## config.mk

```make
export PLATFORM = sky130hd
export DESIGN_NAME = btn_step_conditioner
export DESIGN_NICKNAME = d
export VERILOG_FILES = /design/src/rtl/btn_step_conditioner.sv
export SDC_FILE = /design/constraint.sdc
export NUM_CORES = 1
export LEC_CHECK = 0
export ABC_AREA = 1
export BUFFER_PORTS_ARGS = -buffer_cell sky130_fd_sc_hd__buf_4
export CAP_MARGIN = 5
export CELL_PAD_IN_SITES_DETAIL_PLACEMENT = 1
export CELL_PAD_IN_SITES_GLOBAL_PLACEMENT = 1
export CORE_MARGIN = 1.5
export CORE_UTILIZATION = 39
export CTS_CLUSTER_SIZE = 20
export DETAILED_ROUTE_END_ITERATION = 6
export HOLD_SLACK_MARGIN = 0.1
export PLACE_DENSITY = 0.7
export REMOVE_ABC_BUFFERS = 1
export SLEW_MARGIN = 20
export SYNTH_ARGS = -nofsm -noshare
export SYNTH_HDL_FRONTEND = slang
export SYNTH_SLANG_ARGS = --single-unit
```

## constraint.sdc

```tcl
create_clock -name cp -period 1.58 [get_ports cp]
set_clock_uncertainty 0.2 [all_clocks]
set_input_delay 0.316 -clock cp [delete_from_list [all_inputs] [get_ports cp]]
set_output_delay 0.316 -clock cp [all_outputs]
set_load 0.005 [all_outputs]
```

## src/rtl/btn_step_conditioner.sv

```systemverilog
`default_nettype none
// ============================================================================
// Module      : btn_step_conditioner
// Description : Turns a raw, bouncing push button into a clean one-cycle step
//               strobe for the 3-bit sequential example circuits. It also
//               latches the data switch value at each accepted press and
//               keeps a wrapping count of presses for LED display.
// Ports       : cp            - board clock, rising edge active
//               rst_n         - asynchronous active-low reset
//               btn_raw       - raw push button (active-high, asynchronous)
//               sw_raw        - raw data switch x (asynchronous)
//               btn_level     - debounced button level
//               press_pulse   - one-cycle strobe on each accepted press
//               release_pulse - one-cycle strobe on each accepted release
//               x_held        - switch value captured at the last press
//               step_cnt      - wrapping count of accepted presses
// Revision    : 1.0 - initial release
// ============================================================================
module btn_step_conditioner #(
    parameter int DEBOUNCE_CYCLES = 2000000,
    parameter int CNT_W           = 21,
    parameter int STEP_W          = 8
) (
    input  logic              cp,
    input  logic              rst_n,
    input  logic              btn_raw,
    input  logic              sw_raw,
    output logic              btn_level,
    output logic              press_pulse,
    output logic              release_pulse,
    output logic              x_held,
    output logic [STEP_W-1:0] step_cnt
);

    // Counter value on the last stable cycle of a debounce window.
    localparam logic [CNT_W-1:0] C_CNT_LAST = CNT_W'(DEBOUNCE_CYCLES - 1);

    typedef enum logic [1:0] {
        ST_IDLE         = 2'd0,
        ST_PRESS_WAIT   = 2'd1,
        ST_PRESSED      = 2'd2,
        ST_RELEASE_WAIT = 2'd3
    } state_t;

    logic             r_btn_meta;
    logic             r_btn_s;
    logic             r_sw_meta;
    logic             r_sw_s;
    state_t           r_state;
    state_t           w_state_next;
    logic [CNT_W-1:0] r_cnt;
    logic [CNT_W-1:0] w_cnt_next;
    logic             w_accept_press;
    logic             w_accept_release;

    // Two-flop synchronizers for both asynchronous inputs.
    always_ff @(posedge cp or negedge rst_n) begin
        if (!rst_n) begin
            r_btn_meta <= 1'b0;
            r_btn_s    <= 1'b0;
            r_sw_meta  <= 1'b0;
            r_sw_s     <= 1'b0;
        end else begin
            r_btn_meta <= btn_raw;
            r_btn_s    <= r_btn_meta;
            r_sw_meta  <= sw_raw;
            r_sw_s     <= r_sw_meta;
        end
    end

    // State and debounce counter registers.
    always_ff @(posedge cp or negedge rst_n) begin
        if (!rst_n) begin
            r_state <= ST_IDLE;
            r_cnt   <= '0;
        end else begin
            r_state <= w_state_next;
            r_cnt   <= w_cnt_next;
        end
    end

    // Next-state logic. The counter only runs in the two wait states and is
    // cleared on every transition, so it never passes C_CNT_LAST.
    always_comb begin
        w_state_next     = r_state;
        w_cnt_next       = r_cnt;
        w_accept_press   = 1'b0;
        w_accept_release = 1'b0;
        case (r_state)
            ST_IDLE: begin
                w_cnt_next = '0;
                if (r_btn_s) begin
                    w_state_next = ST_PRESS_WAIT;
                end
            end
            ST_PRESS_WAIT: begin
                if (!r_btn_s) begin
                    w_state_next = ST_IDLE;
                    w_cnt_next   = '0;
                end else if (r_cnt == C_CNT_LAST) begin
                    w_state_next   = ST_PRESSED;
                    w_cnt_next     = '0;
                    w_accept_press = 1'b1;
                end else begin
                    w_cnt_next = r_cnt + 1'b1;
                end
            end
            ST_PRESSED: begin
                w_cnt_next = '0;
                if (!r_btn_s) begin
                    w_state_next = ST_RELEASE_WAIT;
                end
            end
            ST_RELEASE_WAIT: begin
                if (r_btn_s) begin
                    // Bounce during release: the level never dropped.
                    w_state_next = ST_PRESSED;
                    w_cnt_next   = '0;
                end else if (r_cnt == C_CNT_LAST) begin
                    w_state_next     = ST_IDLE;
                    w_cnt_next       = '0;
                    w_accept_release = 1'b1;
                end else begin
                    w_cnt_next = r_cnt + 1'b1;
                end
            end
            default: begin
                w_state_next = ST_IDLE;
                w_cnt_next   = '0;
            end
        endcase
    end

    // Registered outputs, updated on the same edge as the accepting transition.
    always_ff @(posedge cp or negedge rst_n) begin
        if (!rst_n) begin
            btn_level     <= 1'b0;
            press_pulse   <= 1'b0;
            release_pulse <= 1'b0;
            x_held        <= 1'b0;
            step_cnt      <= '0;
        end else begin
            press_pulse   <= w_accept_press;
            release_pulse <= w_accept_release;
            if (w_accept_press) begin
                btn_level <= 1'b1;
                x_held    <= r_sw_s;
                step_cnt  <= step_cnt + 1'b1;
            end else if (w_accept_release) begin
                btn_level <= 1'b0;
            end
        end
    end

endmodule
`default_nettype wire
```

==> impl_results.md, run 1 <==
* Met2 usage at between 30 and 40%
* TritonCTS sink count at 39
* PortBufs at 15
* Width of the die at 77.76 um
* Power Dens Cells at 588.9 nW/um^2
* Top post-synthesis cells by area: sky130_fd_sc_hd__dfrtp_1, sky130_fd_sc_hd__nand2_1, sky130_fd_sc_hd__nor2_1
* Final cycle utilization of the critical path at 108.7%
* Post-route DRC at 0
* Lkg Pwr at 1.360 nW
* Critical path endpoint category: register
* Effective utilization at floorplan at 40.07%
* Number of antenna violations at the first check in global routing at 0
* Achievable Freq at approximately 0.58 GHz
* Area enclosed by the die boundary at roughly 6000 sq um
* Latest clock arrival within the worst-skew pair at ~0.3 ns
* Met3 track utilization from global routing at under 10%
* Critical Path Fanout Max at 4
* Site Rows at 27
* Worst setup path category: reg2reg
* Non-filler instance count after layout at approximately 430
* Routed length per instance at roughly 14 um
* Number of enable flip-flop cells after synthesis at 0
* Setup repair after global routing missed its margin: true
* Prevailing post-synth register cell: sky130_fd_sc_hd__dfrtp_1
* Largest net degree at the start of global routing at 40
* Reg2reg start: r_cnt[0]
* Cell area after technology mapping at about 2200 sq um
* Class of the most critical hold timing path: reg2reg
* Critical Path Start Type: register
* Worst Max-Slew Pin Slew at between 0.5 and 0.6 ns
* Final-report hold violation count at 0
* Data required time of the critical path at approximately 1.6 ns
* Critical hold path startpoint: r_btn_meta
* Maximum buffer depth of the clock tree at 2
* Clock tree from TritonCTS: yes
* Critical path startpoint: r_cnt[0]
* Post-route setup slack at -0.1372 ns
* Shortest period the worst path allows at about 1.7 ns
* Most frequent cell after synthesis: sky130_fd_sc_hd__nand2_1
* Clock Pin Slew Worst Setup and Hold Paths at ~0.090 ns
* Final global-route overflow total at 0
* H-tree levels at 2
* N_diodes at 0
* Final Util at between 50% and 60%
* Top Usage Layer GRT: met2
* Vias per cell at about 4.8
* Synthesized netlist cell count at 298
* Outcome: complete, but fails checks
* Ranking of synthesized cells by instance count: sky130_fd_sc_hd__nand2_1, sky130_fd_sc_hd__nor2_1, sky130_fd_sc_hd__dfrtp_1, sky130_fd_sc_hd__inv_1, sky130_fd_sc_hd__nand3_1
* Worst slew margin at about two thirds
* Final-stage net count at about 370
* Sum of internal, switching and leakage power at around 1.8 mW
* Top cell type's share of synthesized area at 44.78%
* Fraction of final layout cells with drive strength greater than 1 at a little over a third
* Met1 track demand over resource at roughly a quarter
* Violated checks: negative setup slack
* Number of optimization iterations in the first detailed-route pass at 4
* Global-route wire length before repair at between 10,000 and 15,000 um
* Max Cap Viol at 0
* Die height at a little under 80 um
* Sequential cell area fraction in the yosys report at between 40% and 50%
* Most area-hungry cell type in the Yosys netlist: sky130_fd_sc_hd__dfrtp_1
* Root buffer cell: sky130_fd_sc_hd__clkbuf_8
* Final Slew Violations at 0
* Placeable core region at roughly 5400 sq um
* Total global-route track usage at ~22%
* Share of async-settable or async-resettable flops after synthesis at 100.0%
* Number of DRC markers in iteration 0 at 45
* Relative area change from synthesis to final layout at 40.36%
* Worst Hold Path Cells at 0
* Half-perimeter wire length of the detailed placement result at 4304 um
* Number of different library cells in the post-synthesis netlist at 23
* Yosys synthesis warning count at 0
* Wirelength, routed at 6042 um
* Total CTS buffers at 5
* Routability congestion estimate at 0.7834
* Setup-violating endpoint count in the final report at 30
* Syn_area_per_cell at between 7 and 8 sq um
* Number of primary I/O pins at 16
* Data arrival time of the worst path at about 1.7 ns
* Remaining antenna violation count at 0
* VDD IR max at roughly 0.31 mV
* Number of flip-flops and latches in the synthesized netlist at 39
* Via count at between 2,000 and 2,500
* Final TNS setup at -1.541 ns
* Cell count after placement at ~410
* Cell count of the worst reg-to-reg path at 9
* Vias in the first global route at about 2,200
## through the flow
stage | area (sq um) | setup WS (ns) | hold slack [ns]
5_1_grt | 3059 | -0.2200 | 0.1727
4_1_cts | 2918 | -0.08263 | 0.1647
3_5_place_dp | 2609 | -0.1667 | 0.1337
2_1_floorplan | 2161 | -0.03116 | -0.1796
3_3_place_gp | 2609 | -0.1163 | 0.1272
6_report | 3059 | -0.1372 | 0.1605
## registers in the layout, indices dropped and copies added, names as in the netlist, named ones only
name           count
step_cnt           8
r_state            1
x_held             1
btn_level          1
press_pulse        1
r_btn_meta         1
r_cnt             21
r_sw_s             1
r_btn_s            1
r_sw_meta          1
release_pulse      1
## worst max-delay path: stages (launching register included)
cell                      delay [ns]
sky130_fd_sc_hd__dfrtp_1        0.40
sky130_fd_sc_hd__ha_4           0.17
sky130_fd_sc_hd__nand3_4        0.12
sky130_fd_sc_hd__inv_4          0.09
sky130_fd_sc_hd__buf_6          0.11
sky130_fd_sc_hd__nand2_8        0.06
sky130_fd_sc_hd__nor2_4         0.17
sky130_fd_sc_hd__buf_6          0.12
sky130_fd_sc_hd__xor2_1         0.13
sky130_fd_sc_hd__nor2_1         0.05
## cell usage in the layout (no fill, tap or decap)
| cell type | n |
|---|---|
| sky130_fd_sc_hd__nand4_1 | 6 |
| sky130_fd_sc_hd__clkbuf_8 | 5 |
| sky130_fd_sc_hd__o21a_1 | 1 |
| sky130_fd_sc_hd__nor2_4 | 14 |
| sky130_fd_sc_hd__clkinv_2 | 1 |
| sky130_fd_sc_hd__a21oi_1 | 2 |
| sky130_fd_sc_hd__inv_2 | 3 |
| sky130_fd_sc_hd__inv_1 | 37 |
| sky130_fd_sc_hd__ha_1 | 1 |
| sky130_fd_sc_hd__buf_6 | 4 |
| sky130_fd_sc_hd__nand2_4 | 1 |
| sky130_fd_sc_hd__ha_4 | 1 |
| sky130_fd_sc_hd__xor2_1 | 8 |
| sky130_fd_sc_hd__nand3_2 | 7 |
| sky130_fd_sc_hd__o21ai_2 | 1 |
| sky130_fd_sc_hd__nor3_1 | 4 |
| sky130_fd_sc_hd__nor2_2 | 15 |
| sky130_fd_sc_hd__nand2_8 | 2 |
| sky130_fd_sc_hd__clkinvlp_4 | 2 |
| sky130_fd_sc_hd__nand3b_1 | 1 |
| sky130_fd_sc_hd__dfrtp_1 | 35 |
| sky130_fd_sc_hd__dfrtp_2 | 4 |
| sky130_fd_sc_hd__inv_4 | 2 |
| sky130_fd_sc_hd__buf_4 | 48 |
| sky130_fd_sc_hd__nand2_1 | 75 |
| sky130_fd_sc_hd__xnor2_1 | 2 |
| sky130_fd_sc_hd__buf_12 | 1 |
| sky130_fd_sc_hd__nor2_1 | 41 |
| sky130_fd_sc_hd__nor3_2 | 6 |
| sky130_fd_sc_hd__o21ai_1 | 1 |
| sky130_fd_sc_hd__nand2_2 | 9 |
| sky130_fd_sc_hd__nand3_1 | 13 |
| sky130_fd_sc_hd__nand3_4 | 4 |
| sky130_fd_sc_hd__dlygate4sd3_1 | 3 |
## layer usage
layer  vias up  wire (um)  share of wire [%]
met4         0         71                1.2
met5         -          0                  0
met2        24       3282                 54
li1       1036          -                  -
met1      1024       2526                 42
met3         5        161                2.7
## report_power, final
part	total, mW	leakage [nW]	switching [mW]	internal [mW]
sequential	1.01	0.526	0.00778	1.01
combinational	0.0888	0.793	0.0553	0.0336
clock	0.699	0.0402	0.391	0.308
## final cells by class
class / instances / area [sq um]
Tap cell: 72 / 90.09
Multi-Input combinational cell: 215 / 1281
Fill cell: 683 / 2380
Clock buffer: 5 / 68.82
Sequential cell: 39 / 980.9
Clock inverter: 3 / 20.02
Timing Repair Buffer: 56 / 455.4
Inverter: 42 / 162.7
## what timing repair did
item,CTS,global route
endpoints found under the hold margin,41,0
setup endpoints to repair,34,34
hold buffers,3,0
gates resized for setup,43,31
pin swaps,11,15
setup buffers,1,6
## worst paths after layout
check / end / slack (ns)
worst min register to register: r_btn_s / 0.16
max in group asynchronous: r_cnt[6] / 0.46
min in group asynchronous: r_cnt[5] / 0.33
worst max-delay path: r_cnt[12] / -0.14
worst min-delay path: r_btn_s / 0.16
worst max register to register: r_cnt[12] / -0.14
## cell families after synthesis
logic type               count (synthesis)  synth area share (%)
AO/OA/AOI/OAI                            5                 1.263
AND/OR/NAND/NOR                        198                 40.70
XOR/XNOR                                10                 4.019
buffers and inverters                   44                 8.094
adder cells (fa/ha/maj)                  2                 1.148
flip-flops                              39                 44.78
Note: power is estimated with default switching activity, not from simulation.
==> run 2, diff against run 1 <==
Clock period 1.58 ns to 1.5 ns, I/O delays scaled along.
==> impl_results.md, run 2 (synthesized netlist as in run 1, its figures left out) <==
* Outcome: complete, but fails checks
* Violated checks: negative setup slack
* Largest delay contributor family on the critical path: simple AND/OR/NAND/NOR gates
* Half-perimeter wire length of the detailed placement result at about 4300 um
* Endpoint of the worst-slack reg-to-reg timing path: x_held
* Clock tree from TritonCTS: yes
* Lkg Pwr at ~1.5 nW
* Portion of total power attributed to sequential cells at between 50% and 60%
* Relative area change from synthesis to final layout at 50.98%
* Non-filler instance count after layout at ~440
* Total CTS buffers at 5
* Die height at 77.76 um
* Reg2reg start: r_cnt[1]
* Final-report hold violation count at 0
* Vias per cell at slightly below 5
* Latest clock arrival within the worst-skew pair at approximately 0.30 ns
* Number of primary I/O pins at 16
* Reg2Reg Setup Slack at -0.21 ns
* Routed length per instance at approximately 14 um
* Filler cell count in the final layout at 652
* Final TNS setup at -5.642 ns
* Via count at 2,135
* Critical Path Start Type: register
* Global-route wire length before repair at around 9900 um
* Sum of internal, switching and leakage power at 1.931 mW
* Largest registers: r_cnt (21), step_cnt (8)
* Pre-CTS setup slack at -0.2407 ns
* Effective utilization at floorplan at between 40 and 50%
* Shortest period the worst path allows at approximately 1.7 ns
* Largest stage delay, worst path at 0.40 ns
* Largest net degree at the start of global routing at 40
* Remaining antenna violation count at 0
* Root buffer cell: sky130_fd_sc_hd__clkbuf_8
* Maximum buffer depth of the clock tree at 2
* Flip-flop count of the largest register after layout at 21
* Post-route DRC at 0
* Net switching power figure at around 500 uW
* Achievable Freq at between 0.5 and 0.6 GHz
* Cell count of the worst reg-to-reg path at 8
* Part of the power in the clock network at around two fifths
* Buffering stage count on the worst path with inverters included at 0
* Critical hold path startpoint: r_btn_meta
* H-tree levels at 2
* Internal Power at roughly 1.4 mW
* TritonCTS sink count at 39
* Worst hold margin at 0.1556 ns
* Proportion of power drawn by combinational gates at under 10%
* PortBufs at 15
* Cell count after placement at about 420
* Critical Path Fanout Max at 4
* Switching power as a share of total power at about a quarter
* Routability congestion estimate at 0.7968
* Data arrival time of the worst path at about 1.7 ns
* Largest register by flop count: r_cnt
* Slowest CP cell: sky130_fd_sc_hd__dfrtp_1
* Max Cap Viol at 0
* Width of the die at slightly below 80 um
* Critical path endpoint category: register
* Class of the most critical hold timing path: reg2reg
* Wirelength, routed at roughly 6400 um
* Post-route setup slack at -0.2144 ns
* Power Dens Cells at 586.9 nW/um^2
* Area enclosed by the die boundary at around 6000 sq um
* Vias in the first global route at about 2,200
* Setup repair after global routing missed its margin: true
* Final cycle utilization of the critical path at 114.3%
* Clock Pin Slew Worst Setup and Hold Paths at approximately 0.090 ns
* Number of DRC markers in iteration 0 at 73
* Data required time of the critical path at 1.49 ns
* Worst setup path category: reg2reg
* Placeable core region at about 5400 sq um
* N_diodes at 0
* Total global-route track usage at a little over a fifth
* Setup-violating endpoint count in the final report at 34
* Commonest non-fill, non-tap cell in the layout: sky130_fd_sc_hd__nand2_1
* Final Slew Violations at 0
* VDD IR max at just under 0.4 mV
* Number of antenna violations at the first check in global routing at 0
* Worst Hold Path Cells at 0
* Worst-case hold path end point: r_btn_s
* Leading cell types in the layout, fill and taps excluded: sky130_fd_sc_hd__nand2_1, sky130_fd_sc_hd__buf_4, sky130_fd_sc_hd__inv_1, sky130_fd_sc_hd__nor2_1, sky130_fd_sc_hd__dfrtp_1
* Final-stage net count at 376
* Site Rows at 27
* Final global-route overflow total at 0
* Worst slew margin at between 60% and 70%
* Number of optimization iterations in the first detailed-route pass at 5
* Fraction of final layout cells with drive strength greater than 1 at between 40 and 50%
* Critical path, cell by cell: ha_4 > nand3_4 > nor2_4 > nand3_2 > nor2_4 > nand2_4 > nand2_1 > nand2_1
* Worst Max-Slew Pin Slew at about 0.52 ns
==> run 2: cell types whose count changed in the layout (fill, tap and decap cells not counted), moves of 2 or more <==
cell / before / now
sky130_fd_sc_hd__buf_4: 48 / 58
sky130_fd_sc_hd__nand3_1: 13 / 6
sky130_fd_sc_hd__nand3_2: 7 / 13
sky130_fd_sc_hd__nor3_4: 0 / 5
sky130_fd_sc_hd__nor2_1: 41 / 37
sky130_fd_sc_hd__nor3_2: 6 / 3
sky130_fd_sc_hd__inv_2: 3 / 1
sky130_fd_sc_hd__nand2_2: 9 / 7
sky130_fd_sc_hd__nand2_4: 1 / 3
sky130_fd_sc_hd__nor2_2: 15 / 17
sky130_fd_sc_hd__nor2_4: 14 / 16
sky130_fd_sc_hd__nor3_1: 4 / 2
==> run 2: what timing repair did <==
item                       4_1_cts  5_1_grt
hold buffers                     3        0
pin swaps                       14       25
setup endpoints to repair       35       35
hold endpoints to repair        41        0
setup buffers                    1        9
resized for setup               59       44
==> run 2: worst max path at each step <==
stage              from          end  cells past startpoint
6_report       r_cnt[1]       x_held                      8
5_1_grt        r_cnt[1]       x_held                      8
4_1_cts        r_cnt[0]    r_cnt[19]                      8
3_5_place_dp   r_cnt[0]  step_cnt[1]                      8
3_3_place_gp   r_cnt[0]       x_held                      8
2_1_floorplan  r_cnt[0]    r_cnt[19]                      8
==> run 2: area by class of cell <==
| type | count | area (sq um) | share of cell area (%) |
|---|---|---|---|
| clock buffers | 5 | 68.82 | 2.091 |
| repair buffers | 67 | 550.5 | 16.73 |
| inverters | 42 | 172.7 | 5.247 |
| well taps | 72 | 90.09 | 2.738 |
| multi-input cells | 215 | 1403 | 42.62 |
| clock inverters | 3 | 23.77 | 0.7224 |
| flip-flops and latches | 39 | 982.2 | 29.85 |
==> run 2: power by group through the flow <==
stage / registers [mW] / clock network (mW) / logic (mW)
after floorplan: 1.09 / 0 / 0.0227
after global placement: 1.09 / 0 / 0.0772
after detailed placement: 1.09 / 0 / 0.0777
after CTS: 1.07 / 0.778 / 0.0962
after global routing: 1.07 / 0.805 / 0.120
final: 1.07 / 0.753 / 0.110
==> run 2: through the flow <==
stage          util, %  cell area (sq um)
2_1_floorplan        -               2161
4_1_cts          56.06               3049
5_1_grt          60.50               3291
6_report         60.50               3291
3_3_place_gp     49.30               2681
3_5_place_dp     49.30               2681
==> run 2: metal layers <==
metal | vias to the layer above | share of wire [%] | GRT usage, %
li1 | 1061 | - | -
met1 | 1030 | 42 | 25.82
met3 | 14 | 2.1 | 3.882
met2 | 30 | 54 | 36.52
met4 | 0 | 2.5 | 7.455
met5 | - | 0 | 0
